`config.mk`:
```
export PLATFORM = sky130hd
export DESIGN_NAME = serial_sub_n_flat
export DESIGN_NICKNAME = d
export VERILOG_FILES = /design/src/rtl/serial_sub_n_if.sv /design/src/rtl/serial_sub_n.sv /design/src/flat_wrapper.sv
export SDC_FILE = /design/constraint.sdc
export NUM_CORES = 1
export LEC_CHECK = 0
export BUFFER_PORTS_ARGS = -buffer_cell sky130_fd_sc_hd__buf_2
export CAP_MARGIN = 20
export CORE_ASPECT_RATIO = 0.5
export CORE_UTILIZATION = 42
export DETAILED_ROUTE_END_ITERATION = 12
export PLACE_DENSITY = 0.62
export SLEW_MARGIN = 5
export SYNTH_ARGS = -nofsm -noshare
export SYNTH_HDL_FRONTEND = slang
export SYNTH_SLANG_ARGS = --single-unit
export TNS_END_PERCENT = 5
```
`constraint.sdc`:
```
create_clock -name clk -period 2.75 [get_ports clk]
set_input_delay 0.275 -clock clk [delete_from_list [all_inputs] [get_ports clk]]
set_output_delay 0.275 -clock clk [all_outputs]
set_load 0.1 [all_outputs]
```
`src/rtl/serial_sub_n_if.sv`:
```
// rtl/serial_sub_n_if.sv - handshake and operand/result bundle for serial_sub_n
interface serial_sub_n_if #(
  parameter int WIDTH = 8
);
  logic             start;
  logic             mode;
  logic [WIDTH-1:0] a;
  logic [WIDTH-1:0] b;
  logic             busy;
  logic             done;
  logic [WIDTH-1:0] result;
  logic             borrow_out;
  logic             overflow;

  modport master (
    output start, mode, a, b,
    input  busy, done, result, borrow_out, overflow
  );

  modport slave (
    input  start, mode, a, b,
    output busy, done, result, borrow_out, overflow
  );
endinterface

```
`src/rtl/serial_sub_n.sv`:
```
// rtl/serial_sub_n.sv - bit-serial WIDTH-bit add/subtract unit, LSB first
module serial_sub_n #(
  parameter int WIDTH = 8
) (
  input  logic          clk,
  input  logic          rst_n,
  serial_sub_n_if.slave bus
);
  localparam int CW = $clog2(WIDTH) + 1;
  localparam logic [CW-1:0] LAST_BIT = CW'(WIDTH - 1);

  typedef enum logic [1:0] {IDLE, RUN, DONE} state_t;

  state_t           state_q, state_d;
  logic [WIDTH-1:0] a_sh_q, a_sh_d;
  logic [WIDTH-1:0] b_sh_q, b_sh_d;
  logic [WIDTH-1:0] sum_sh_q, sum_sh_d;
  logic             mode_q, mode_d;
  logic             bw_q, bw_d;
  logic [CW-1:0]    cnt_q, cnt_d;
  logic [WIDTH-1:0] result_q, result_d;
  logic             bo_q, bo_d;
  logic             ov_q, ov_d;

  logic             ai, bi, bit_v, bout;
  logic [WIDTH-1:0] sum_next;

  // State register plus all datapath flops; everything clears on reset
  always_ff @(posedge clk or negedge rst_n) begin
    if (!rst_n) begin
      state_q  <= IDLE;
      a_sh_q   <= '0;
      b_sh_q   <= '0;
      sum_sh_q <= '0;
      mode_q   <= 1'b0;
      bw_q     <= 1'b0;
      cnt_q    <= '0;
      result_q <= '0;
      bo_q     <= 1'b0;
      ov_q     <= 1'b0;
    end else begin
      state_q  <= state_d;
      a_sh_q   <= a_sh_d;
      b_sh_q   <= b_sh_d;
      sum_sh_q <= sum_sh_d;
      mode_q   <= mode_d;
      bw_q     <= bw_d;
      cnt_q    <= cnt_d;
      result_q <= result_d;
      bo_q     <= bo_d;
      ov_q     <= ov_d;
    end
  end

  // Next state and the shared 1-bit adder/subtractor cell
  always_comb begin
    state_d  = state_q;
    a_sh_d   = a_sh_q;
    b_sh_d   = b_sh_q;
    sum_sh_d = sum_sh_q;
    mode_d   = mode_q;
    bw_d     = bw_q;
    cnt_d    = cnt_q;
    result_d = result_q;
    bo_d     = bo_q;
    ov_d     = ov_q;

    ai       = a_sh_q[0];
    bi       = b_sh_q[0];
    bit_v    = ai ^ bi ^ bw_q;
    // Same flop carries the borrow (sub) or the carry (add)
    bout     = mode_q ? ((ai & bi) | (bw_q & (ai ^ bi)))
                      : ((~ai & bi) | (~(ai ^ bi) & bw_q));
    sum_next = {bit_v, sum_sh_q[WIDTH-1:1]};

    case (state_q)
      IDLE, DONE: begin
        state_d = IDLE;
        // DONE accepts start as well, so back-to-back ops lose no cycle
        if (bus.start) begin
          a_sh_d  = bus.a;
          b_sh_d  = bus.b;
          mode_d  = bus.mode;
          bw_d    = 1'b0;
          cnt_d   = '0;
          state_d = RUN;
        end
      end
      RUN: begin
        a_sh_d   = a_sh_q >> 1;
        b_sh_d   = b_sh_q >> 1;
        sum_sh_d = sum_next;
        bw_d     = bout;
        cnt_d    = cnt_q + CW'(1);
        if (cnt_q == LAST_BIT) begin
          // Visible outputs only move here; overflow is carry-in vs carry-out of MSB
          result_d = sum_next;
          bo_d     = bout;
          ov_d     = bw_q ^ bout;
          state_d  = DONE;
        end
      end
      default: state_d = IDLE;
    endcase
  end

  assign bus.busy       = (state_q == RUN);
  assign bus.done       = (state_q == DONE);
  assign bus.result     = result_q;
  assign bus.borrow_out = bo_q;
  assign bus.overflow   = ov_q;
endmodule
```
`src/flat_wrapper.sv`:
```
// flat-port wrapper written by rule: the top's interface ports become plain ports
module serial_sub_n_flat 
#(
  parameter int WIDTH = 8
)
  (clk, rst_n, bus_start, bus_mode, bus_a, bus_b, bus_busy, bus_done, bus_result, bus_borrow_out, bus_overflow);
  serial_sub_n_if #(.WIDTH(WIDTH)) bus_i ();
  input  logic clk;
  input  logic rst_n;
  input wire logic [$bits(bus_i.start)-1:0] bus_start;
  input wire logic [$bits(bus_i.mode)-1:0] bus_mode;
  input wire logic [$bits(bus_i.a)-1:0] bus_a;
  input wire logic [$bits(bus_i.b)-1:0] bus_b;
  output wire logic [$bits(bus_i.busy)-1:0] bus_busy;
  output wire logic [$bits(bus_i.done)-1:0] bus_done;
  output wire logic [$bits(bus_i.result)-1:0] bus_result;
  output wire logic [$bits(bus_i.borrow_out)-1:0] bus_borrow_out;
  output wire logic [$bits(bus_i.overflow)-1:0] bus_overflow;
  assign bus_i.start = bus_start;
  assign bus_i.mode = bus_mode;
  assign bus_i.a = bus_a;
  assign bus_i.b = bus_b;
  assign bus_busy = bus_i.busy;
  assign bus_done = bus_i.done;
  assign bus_result = bus_i.result;
  assign bus_borrow_out = bus_i.borrow_out;
  assign bus_overflow = bus_i.overflow;
  serial_sub_n #(.WIDTH(WIDTH)) u_core (.clk(clk), .rst_n(rst_n), .bus(bus_i));
endmodule
```
# After elaboration in Yosys (flattened, before gate mapping)
# Index checks and enable logic that the tools add are counted.
# word_totals
reg_bits,42
input_bits,20
out_inout_bits,12
word_cells,45
# classes
addsub,1
n_eq_ne,5
n_mux,12
n_bitwise,11
reduce_logical,6
# op_table
operator,count
one-hot mux 8 bit (2 select lines),2
2-to-1 mux 8 bit,2
one-hot mux 4 bit (2 select lines),1
AND reduction 2 bit,3
"adder 4 x 1 -> 4 bit, second input constant",1
AND 1 bit,4
"== test 4 x 3 -> 1 bit, second input constant",1
2-to-1 mux 4 bit,1
one-hot mux 2 bit (2 select lines),1
2-to-1 mux 1 bit,3
XOR 1 bit,3
"== test 2 x 1 -> 1 bit, second input constant",1
"== test 2 bit, second input constant",1
zero test 2 bit,1
2-to-1 mux 2 bit,1
"!= test 2 x 1 -> 1 bit, second input constant",1
"!= test 2 bit, second input constant",1
NOT 1 bit,2
bitwise OR 1 bit,2
one-hot mux 1 bit (2 select lines),1
nonzero test 2 bit,1
OR reduction 2 bit,1

# Depth between registers and ports, before layout
# Gate-level depths: netlist of the first run.
# depth
ltp_word,6
ltp_mapped,7
mapped_depth_nobuf,5

# Worst setup path after synthesis of the first run
# No wires, ideal clock.
# synth_path
kind,register -> output
start,register u_core.state_q[0]
end,output bus_done
arrival_ps,1727
required_ps,2475
setup_slack_ps,748
stages_incl_launch_ff,2
n_path_buf,0
path_cell_list,dfrtp_1 nor2b_1
# synth_via
elab_chain_cells,1
# synth_lines
item,line_no,source
from (decl),serial_sub_n.sv:14,"state_t state_q, state_d;"
from (signal assigned),serial_sub_n.sv:42,state_q <= state_d;
== test 2 bit,serial_sub_n.sv:108,assign bus.done = (state_q == DONE);
to (decl),flat_wrapper.sv:15,output wire logic [$bits(bus_i.done)-1:0] bus_done;
# Every way passes these cells.

# Final worst setup path of the first run
# layout_path
start,register u_core.state_q[1]
end,output bus_busy
# layout_via
elab_chain_cells,1
# layout_lines
item,line_no,source
== test 2 x 1 -> 1 bit,serial_sub_n.sv:107,assign bus.busy = (state_q == RUN);
to (decl),flat_wrapper.sv:14,output wire logic [$bits(bus_i.busy)-1:0] bus_busy;
# Every way passes these cells.

==> results of run 1 <==
==> kinds of logic after synthesis <==
| logic type | after synthesis | share of synthesized area |
|---|---|---|
| xor+xnor | 1 | 0.004944 |
| simple gates | 64 | 0.1681 |
| compound gates | 26 | 0.1095 |
| mux | 10 | 0.06215 |
| flops | 41 | 0.5791 |
| buf+inv | 14 | 0.04661 |
| fa+ha+maj | 3 | 0.02966 |
==> worst register-to-register path: cells and delay by family (launching register included) <==
kind | cells | cell delay, ns
flip-flops | 1 | 0.40
AND/OR/NAND/NOR | 2 | 0.44
multiplexers | 1 | 0.29
adder cells (fa/ha/maj) | 1 | 0.40
==> state kept, by name (all words and copies together), names as in the netlist <==
name / flops
u_core.b_sh_q: 8
u_core.state_q: 2
u_core.bus.result: 8
u_core.cnt_q: 4
u_core.mode_q: 1
u_core.bus.borrow_out: 1
u_core.bw_q: 1
u_core.bus.overflow: 1
u_core.a_sh_q: 8
u_core.sum_sh_q: 7
==> metrics by stage <==
step	hold WS, ns	setup WS [ns]	area (um^2)
floorplan	-0.02059	0.7483	1772
global placement	0.4554	1.132	1948
detailed placement	0.4466	1.102	1948
CTS	0.1310	0.8337	2049
global route	0.1729	0.7963	2049
finish	0.1011	0.8518	2049
==> synthesized netlist by cell type <==
| master | count | area share |
|---|---|---|
| nand3_1 | 12 | 0.034 |
| nand4_1 | 1 | 0.0035 |
| mux2_2 | 7 | 0.044 |
| nor2b_1 | 5 | 0.018 |
| o31ai_1 | 1 | 0.0042 |
| a22o_1 | 5 | 0.025 |
| a221o_1 | 2 | 0.011 |
| nand2_1 | 35 | 0.074 |
| nand2_4 | 1 | 0.0064 |
| o21a_1 | 1 | 0.0042 |
| inv_2 | 1 | 0.0021 |
| inv_1 | 3 | 0.0064 |
| xnor2_1 | 1 | 0.0049 |
| and3b_1 | 1 | 0.0049 |
| buf_2 | 4 | 0.011 |
| ha_1 | 1 | 0.0071 |
| nand2b_1 | 2 | 0.0071 |
| or2_2 | 1 | 0.0035 |
| mux2i_1 | 2 | 0.011 |
| clkbuf_1 | 2 | 0.0042 |
| o21ai_0 | 5 | 0.014 |
| mux2_1 | 1 | 0.0064 |
| inv_4 | 1 | 0.0035 |
| dfrtp_1 | 41 | 0.58 |
| nor2_1 | 2 | 0.0042 |
| buf_6 | 3 | 0.019 |
| nand3b_1 | 1 | 0.0042 |
| fa_1 | 2 | 0.023 |
| a22oi_1 | 12 | 0.051 |
| nor3_1 | 3 | 0.0085 |
==> final cells by class <==
class,count,area share
Tap cell,54,0.03297
Sequential cell,41,0.5006
Timing Repair Buffer,33,0.08303
Multi-Input combinational cell,104,0.3236
Clock buffer,7,0.04701
Clock inverter,1,0.002442
Inverter,5,0.01038
==> layer usage <==
metal	vias up	share of wire	global-route usage
li1	610	-	-
met1	581	0.51	0.2173
met2	23	0.44	0.2701
met3	2	0.041	0.05238
met4	0	0.0043	0.06462
met5	-	0	0
==> final timing paths <==
check / from / endpoint / slack [ns] / cells after the start
max in group asynchronous: rst_n / u_core.sum_sh_q[5] / 2.09 / 1
min in group clk: bus_mode / u_core.mode_q / 0.17 / 3
setup / recovery: u_core.state_q[1] / bus_busy / 0.85 / 3
hold reg to reg: u_core.sum_sh_q[1] / u_core.sum_sh_q[1] / 0.49 / 2
setup reg to reg: u_core.b_sh_q[0] / u_core.bus.borrow_out / 1.11 / 4
hold / removal: rst_n / u_core.b_sh_q[6] / 0.10 / 1
==> impl_metrics.ini, run 1 <==
[cells_and_area]
nFillCells = 388
mostFrequentLayoutCells = dfrtp_1, nand2_1, buf_2
register_area_um2 = 1026
layout-area-overhead-vs-synth_pct = 15.68
drive_gt1_frac = 0.2723
final_common_cell = dfrtp_1
multi_input_area_um2 = 663.1
finish.net_count = 213
n_antenna_cell = 0
finish.utilization = 0.5170
layout.cells.non_filler = 245

[global_routing]
grt_pass1_vias = 1153
antenna_found_initial = 0
grt_usage = 0.1669
grt_start_max_net_pins = 42
overflow = 0
grt_pass1_wl_um = 5457

[detailed_routing]
wire_per_inst_um = 13.38
drtAntennaViolNets = 0
vias = 1216
drt_pass1_iterations = 4
drt-initial-drc-count = 57
vias_per_cell = 4.963
drt-total-wl_um = 3278
post-route-drc-count = 0

[logic_synthesis]
ys_warn_count = 0
synth_nets = 182
syn_area_um2 = 1772
ys_seq_area_frac = 0.5791
ys_seq_elements = 41
syn_area_per_cell_um2 = 11.14
synthDistinctLibCells = 30
synth_cells = 159

[clock_tree]
cts-resized-gates = 0
clock_path_buffers = 2
post_cts_buffers = 0
cts_root_buffer = clkbuf_8
cts_sinks = 41
hold_buffers = 0
clk_pin_slew_ns = 0.07
htreeDepth = 2
clk_latency_ns = 0.29
cts_buffers = 5
tritoncts = yes

[timing]
hold_viol = 0
max_freq_ghz = 0.5268
slew-limit-headroom = 0.4114
fin_crit_sh = 0.6903
worst_pin_slew_ns = 0.8829
rsz0062_at_grt = false
finalSetupViolations = 0
worst_clock_skew_ns = 0.006526
finalSetupTns_ns = 0
finalCriticalPeriod_ns = 1.898
drv_slew = 0

[die]
initial_core_util = 0.4470
die_width_um = 93.85
die-area_um2 = 4498
fp.coreArea_um2 = 3964
row_count = 16
die_h_um = 47.93
ios = 32

[place]
gp_congestion = 0.7560
dpl.hpwl_um = 2155
io_buffers = 31
dp.cells = 237

[setup_path]
start_kind = register
cp_cell_sequence = nand2b_1 -> inv_4 -> buf_2
crit_fanout = 30
cpMaxStageDelayCell = buf_2
path_buf_inv = 2
end_kind = output port
required_ns = 2.48
arrival_ns = 1.62
critical_path_class = reg2out
cp_top_family = buffers and inverters
max_stage_delay_ns = 0.49

[worst_hold_path]
hold_path.class = in2async

[status]
status = finished, final reports clean

[flow_run]
maxCapViolCount = 0
Power of run 1 is left out: the tool's default activity adds up to more than one toggle a clock period on the data nets, which glitch-free logic cannot reach.
==> inputs of run 2 (changes only) <==
--- a/config.mk
+++ b/config.mk
@@ -10,7 +10,7 @@
 export CORE_ASPECT_RATIO = 0.5
 export CORE_UTILIZATION = 42
 export DETAILED_ROUTE_END_ITERATION = 12
-export PLACE_DENSITY = 0.62
+export PLACE_DENSITY = 0.64
 export SLEW_MARGIN = 5
 export SYNTH_ARGS = -nofsm -noshare
 export SYNTH_HDL_FRONTEND = slang
==> constraint.sdc (replaced) <==
create_clock -name clk -period 1.7 [get_ports clk]
set_input_delay 0.17 -clock clk [delete_from_list [all_inputs] [get_ports clk]]
set_output_delay 0.17 -clock clk [all_outputs]
set_load 0.1 [all_outputs]
==> impl_metrics.ini, run 2 (synthesis results as in run 1) <==
[status]
status = finished, final reports clean

[setup_path]
critical_path_class = reg2reg
r2r-end = u_core.bus.borrow_out
r2r_cells = 4
end_kind = register
required_ns = 1.88
arrival_ns = 1.82
r2r_start = u_core.b_sh_q[0]
start_kind = register
rrSetupSlack_ns = 0.06
crit_fanout = 3

[worst_hold_path]
holdPathStages = 3
hold_path.class = in2reg
hold_end = u_core.mode_q
min-delay-start = bus_mode

[clock_tree]
post_cts_buffers = 0
cts_sinks = 41
tritoncts = yes
htreeDepth = 2
cts_root_buffer = clkbuf_8
clk_latency_ns = 0.29
clk_pin_slew_ns = 0.08
clock_path_buffers = 2
cts_buffers = 5

[die]
row_count = 16
die_width_um = 93.85
ios = 32
die-area_um2 = 4498
fp.coreArea_um2 = 3964
die_h_um = 47.93
initial_core_util = 0.4470

[place]
io_buffers = 31
dpl.hpwl_um = 2145
gp_congestion = 0.7373

[global_routing]
grt_usage = 0.1547
grt_start_max_net_pins = 42
grt_pass1_wl_um = 5202
overflow = 0
antenna_found_initial = 0
grt_pass1_vias = 1116

[cells_and_area]
drive_gt1_frac = 0.2974
mostFrequentLayoutCells = dfrtp_1, nand2_1, buf_2
n_antenna_cell = 0
final_common_cell = dfrtp_1
layout-area-overhead-vs-synth_pct = 18.57
nFillCells = 370
finish.net_count = 218

[power_and_ir_drop]
p_leak_uw = 0.001074
clkPwrFrac = 0.137
power.share.combinational = 0.500
p_sw_uw = 2158
p_int_uw = 2433
p_seq_frac = 0.363
swShare = 0.4701
power.total_uw = 4591
power.density_nw_per_um2 = 2185
ir_worst_vdd_uv = 639.4

[timing]
slew-limit-headroom = 0.6130
rsz0062_at_grt = false
worst_clock_skew_ns = 0.007631
finalCriticalPeriod_ns = 1.638
finalSetupTns_ns = 0
fin_crit_sh = 0.9636
hold_viol = 0
worst_pin_slew_ns = 0.5804
drv_slew = 0
finalSetupViolations = 0
max_freq_ghz = 0.6105

[detailed_routing]
vias_per_cell = 5.000
drt-initial-drc-count = 28
drt_pass1_iterations = 4
wire_per_inst_um = 12.95
drt-total-wl_um = 3224
drtAntennaViolNets = 0
post-route-drc-count = 0
vias = 1245

[flow_run]
maxCapViolCount = 0
==> run 2: changes by cell type in the layout (fill, tap and decap cells not counted), sizes merged <==
cell and change:
clkinv -1, buf +4, dlygate4sd3 +1
==> run 2: power by group through the flow <==
stage | sequential [uW] | clock (uW) | combinational, uW
after global placement | 1660 | 0 | 2260
after global routing | 1730 | 704 | 2500
after floorplan | 2350 | 0 | 1190
final | 1670 | 627 | 2300
after detailed placement | 1670 | 0 | 2290
after CTS | 1660 | 651 | 2300
==> run 2: worst max path at each step <==
stage	from	end	slack [ns]	cells after the start
finish	u_core.b_sh_q[0]	u_core.bus.borrow_out	0.06	4
global route	u_core.b_sh_q[0]	u_core.bus.borrow_out	0.002	4
CTS	u_core.b_sh_q[0]	u_core.bus.borrow_out	0.04	4
detailed placement	u_core.b_sh_q[0]	u_core.bus.borrow_out	0.05	4
global placement	u_core.b_sh_q[0]	u_core.bus.borrow_out	0.08	4
floorplan	u_core.b_sh_q[0]	u_core.bus.borrow_out	0.10	4
==> run 2: per-stage QoR <==
step | hold slack (ns) | cell area [um^2] | cells | setup slack [ns] | utilization
floorplan | -0.1256 | 1774 | 159 | 0.1010 | -
global placement | 0.2626 | 1996 | 241 | 0.08129 | 0.5035
detailed placement | 0.2678 | 1996 | 241 | 0.05127 | 0.5035
CTS | 0.06548 | 2092 | 249 | 0.04372 | 0.5278
global route | 0.07890 | 2101 | 249 | 0.002303 | 0.5300
finish | 0.07510 | 2101 | 249 | 0.06191 | 0.5300
==> run 2: routing by layer <==
| layer | track usage | vias up | wire length, um |
|---|---|---|---|
| li1 | - | 620 | - |
| met1 | 0.2125 | 603 | 1707 |
| met2 | 0.2453 | 22 | 1416 |
| met3 | 0.04286 | 0 | 99 |
| met4 | 0.04615 | 0 | 0 |
| met5 | 0 | - | 0 |
==> run 2: area by class of cell <==
type	instances	area (um^2)	area share
clock buffer	7	86.33	0.04110
inverter	5	21.27	0.01013
sequential	41	1027	0.4890
multi-input combinational	104	673.1	0.3204
timing repair buffer	38	225.2	0.1072
tap	54	67.56	0.03216
==> run 2: critical path, stage by stage, from the launching register on <==
cell and delay, ns:
dfrtp_1 0.40, fa_1 0.43, nor2b_4 0.14, or2_2 0.28, mux2_1 0.29
==> run 2: what timing repair did <==
item / 4_1_cts / 5_1_grt
endpoints found under the hold margin: 41 / 0
hold buffers: 1 / 0
setup endpoints to repair: 0 / 1
resized for setup: 0 / 4
Note: power is estimated with default switching activity, not from simulation.
==> inputs of run 3 (changes only) <==
--- a/config.mk
+++ b/config.mk
@@ -5,6 +5,7 @@
 export SDC_FILE = /design/constraint.sdc
 export NUM_CORES = 1
 export LEC_CHECK = 0
+export ABC_AREA = 1
 export BUFFER_PORTS_ARGS = -buffer_cell sky130_fd_sc_hd__buf_2
 export CAP_MARGIN = 20
 export CORE_ASPECT_RATIO = 0.5
==> impl_metrics.ini, run 3 <==
[detailed_routing]
wire_per_inst_um = 10.60
post-route-drc-count = 0
vias_per_cell = 4.644
drt-initial-drc-count = 57
drt-total-wl_um = 3096
drt_pass1_iterations = 4
vias = 1356
drtAntennaViolNets = 0

[worst_hold_path]
hold_path.class = in2reg
holdPathStages = 3

[logic_synthesis]
ys_seq_area_frac = 0.5624
synth_top_area_frac = 0.5624
synthDistinctLibCells = 21
synth_edf_count = 0
synth_nets = 225
synth_flop_cell = dfrtp_1
async_flop_share = 1.000
yosys.cell_count.top_type = nand2_1
ys_warn_count = 0
ys_seq_elements = 41
syn_area_um2 = 1824
synth_cells = 202
synth_common_cells = nand2_1, dfrtp_1, nand3_1, inv_1, o21ai_0
synthTopCellsByArea = dfrtp_1, nand2_1, nand3_1, o21ai_2, inv_1
yosysTopAreaCell = dfrtp_1
syn_area_per_cell_um2 = 9.031

[setup_path]
critical_path_depth = 4
cp-startpoint = u_core.state_q[1]
cp_top_family = buffers and inverters
cp_cell_sequence = inv_1 -> nand2_4 -> inv_4 -> buf_12
max_stage_delay_ns = 0.36
crit_fanout = 19
arrival_ns = 1.29
critical_path_class = reg2out
rrSetupSlack_ns = 0.37
path_buf_inv = 3
end_kind = output port
r2r_start = u_core.bw_q
start_kind = register
crit_path_end = bus_busy
r2r_cells = 7
required_ns = 1.53
cpMaxStageDelayCell = dfrtp_1
r2r-end = u_core.bus.overflow

[clock_tree]
cts_root_buffer = clkbuf_8
cts-resized-gates = 0
clock_path_buffers = 2
clk_pin_slew_ns = 0.08
cts_buffers = 5
post_cts_buffers = 0
tritoncts = yes
htreeDepth = 2
clk_latency_ns = 0.28
hold_buffers = 1
cts_sinks = 41

[global_routing]
grt_pass1_vias = 1223
grt_pass1_wl_um = 5464
grt_start_max_net_pins = 42
antenna_found_initial = 0
grt_usage = 0.1533
overflow = 0

[cells_and_area]
layout-area-overhead-vs-synth_pct = 17.49
mostFrequentLayoutCells = nand2_1, dfrtp_1, buf_2
finish.net_count = 260
drive_gt1_frac = 0.2479
final_common_cell = nand2_1
n_antenna_cell = 0
design_area_um2 = 2143

[die]
die_h_um = 48.60
die-area_um2 = 4627
fp.coreArea_um2 = 4024
initial_core_util = 0.4534
row_count = 16
die_width_um = 95.21
ios = 32

[timing]
setup_ws_ns = 0.2353
max_freq_ghz = 0.6827
worst_clock_skew_ns = 0.006716
drv_slew = 0
rsz0062_at_grt = false
finalCriticalPeriod_ns = 1.465
finalSetupTns_ns = 0
finalSetupViolations = 0
slew-limit-headroom = 0.6786
hold_viol = 0
fin_crit_sh = 0.8616
worst_pin_slew_ns = 0.4854

[place]
gp_congestion = 0.7182
io_buffers = 31
dpl_cell_area_um2 = 2032
post-place-ws_ns = 0.3953
dpl.hpwl_um = 2080

[flow_run]
maxCapViolCount = 0

[status]
status = finished, final reports clean
run 3: worst min-delay path by stage:
stage | startpoint | end | slack, ns
2_1_floorplan | rst_n | u_core.a_sh_q[0] | -0.13
3_3_place_gp | rst_n | u_core.a_sh_q[5] | 0.16
3_5_place_dp | rst_n | u_core.a_sh_q[7] | 0.16
4_1_cts | bus_b[7] | u_core.b_sh_q[7] | 0.08
5_1_grt | bus_b[7] | u_core.b_sh_q[7] | 0.1
6_report | bus_b[7] | u_core.b_sh_q[7] | 0.09
run 3: per-stage QoR:
stage | util | hold slack [ns] | std cells
2_1_floorplan | - | -0.1256 | 202
3_3_place_gp | 0.5050 | 0.1574 | 283
3_5_place_dp | 0.5050 | 0.1601 | 283
4_1_cts | 0.5326 | 0.07694 | 292
5_1_grt | 0.5326 | 0.09578 | 292
6_report | 0.5326 | 0.08588 | 292
run 3: worst min-delay path: stages:
cell	delay (ns)
buf_2	0.07
nand2_1	0.04
nand2_1	0.05
run 3: cell families after synthesis:
family / synth area share
and+or+nand+nor: 0.2668
DFF: 0.5624
buffers and inverters: 0.07269
AOI/OAI and AO/OA: 0.06927
adders and majority gates: 0.02881
run 3: routing by layer:
layer | track usage | up-vias | wire length (um)
met5 | 0 | - | 0
met4 | 0.03283 | 0 | 0
met3 | 0.04245 | 0 | 136
met2 | 0.2429 | 30 | 1426
met1 | 0.2107 | 630 | 1534
li1 | - | 696 | -
run 3: cell type report:
class	instances	area, um^2
fillers	396	1881
flip-flops and latches	41	1026
multi-input cells	137	668.1
repair buffers	34	207.7
clock buffers	7	96.34
inverters	18	72.57
well taps	54	67.56
clock inverters	1	5.005
Power of run 3 is left out for the same reason.
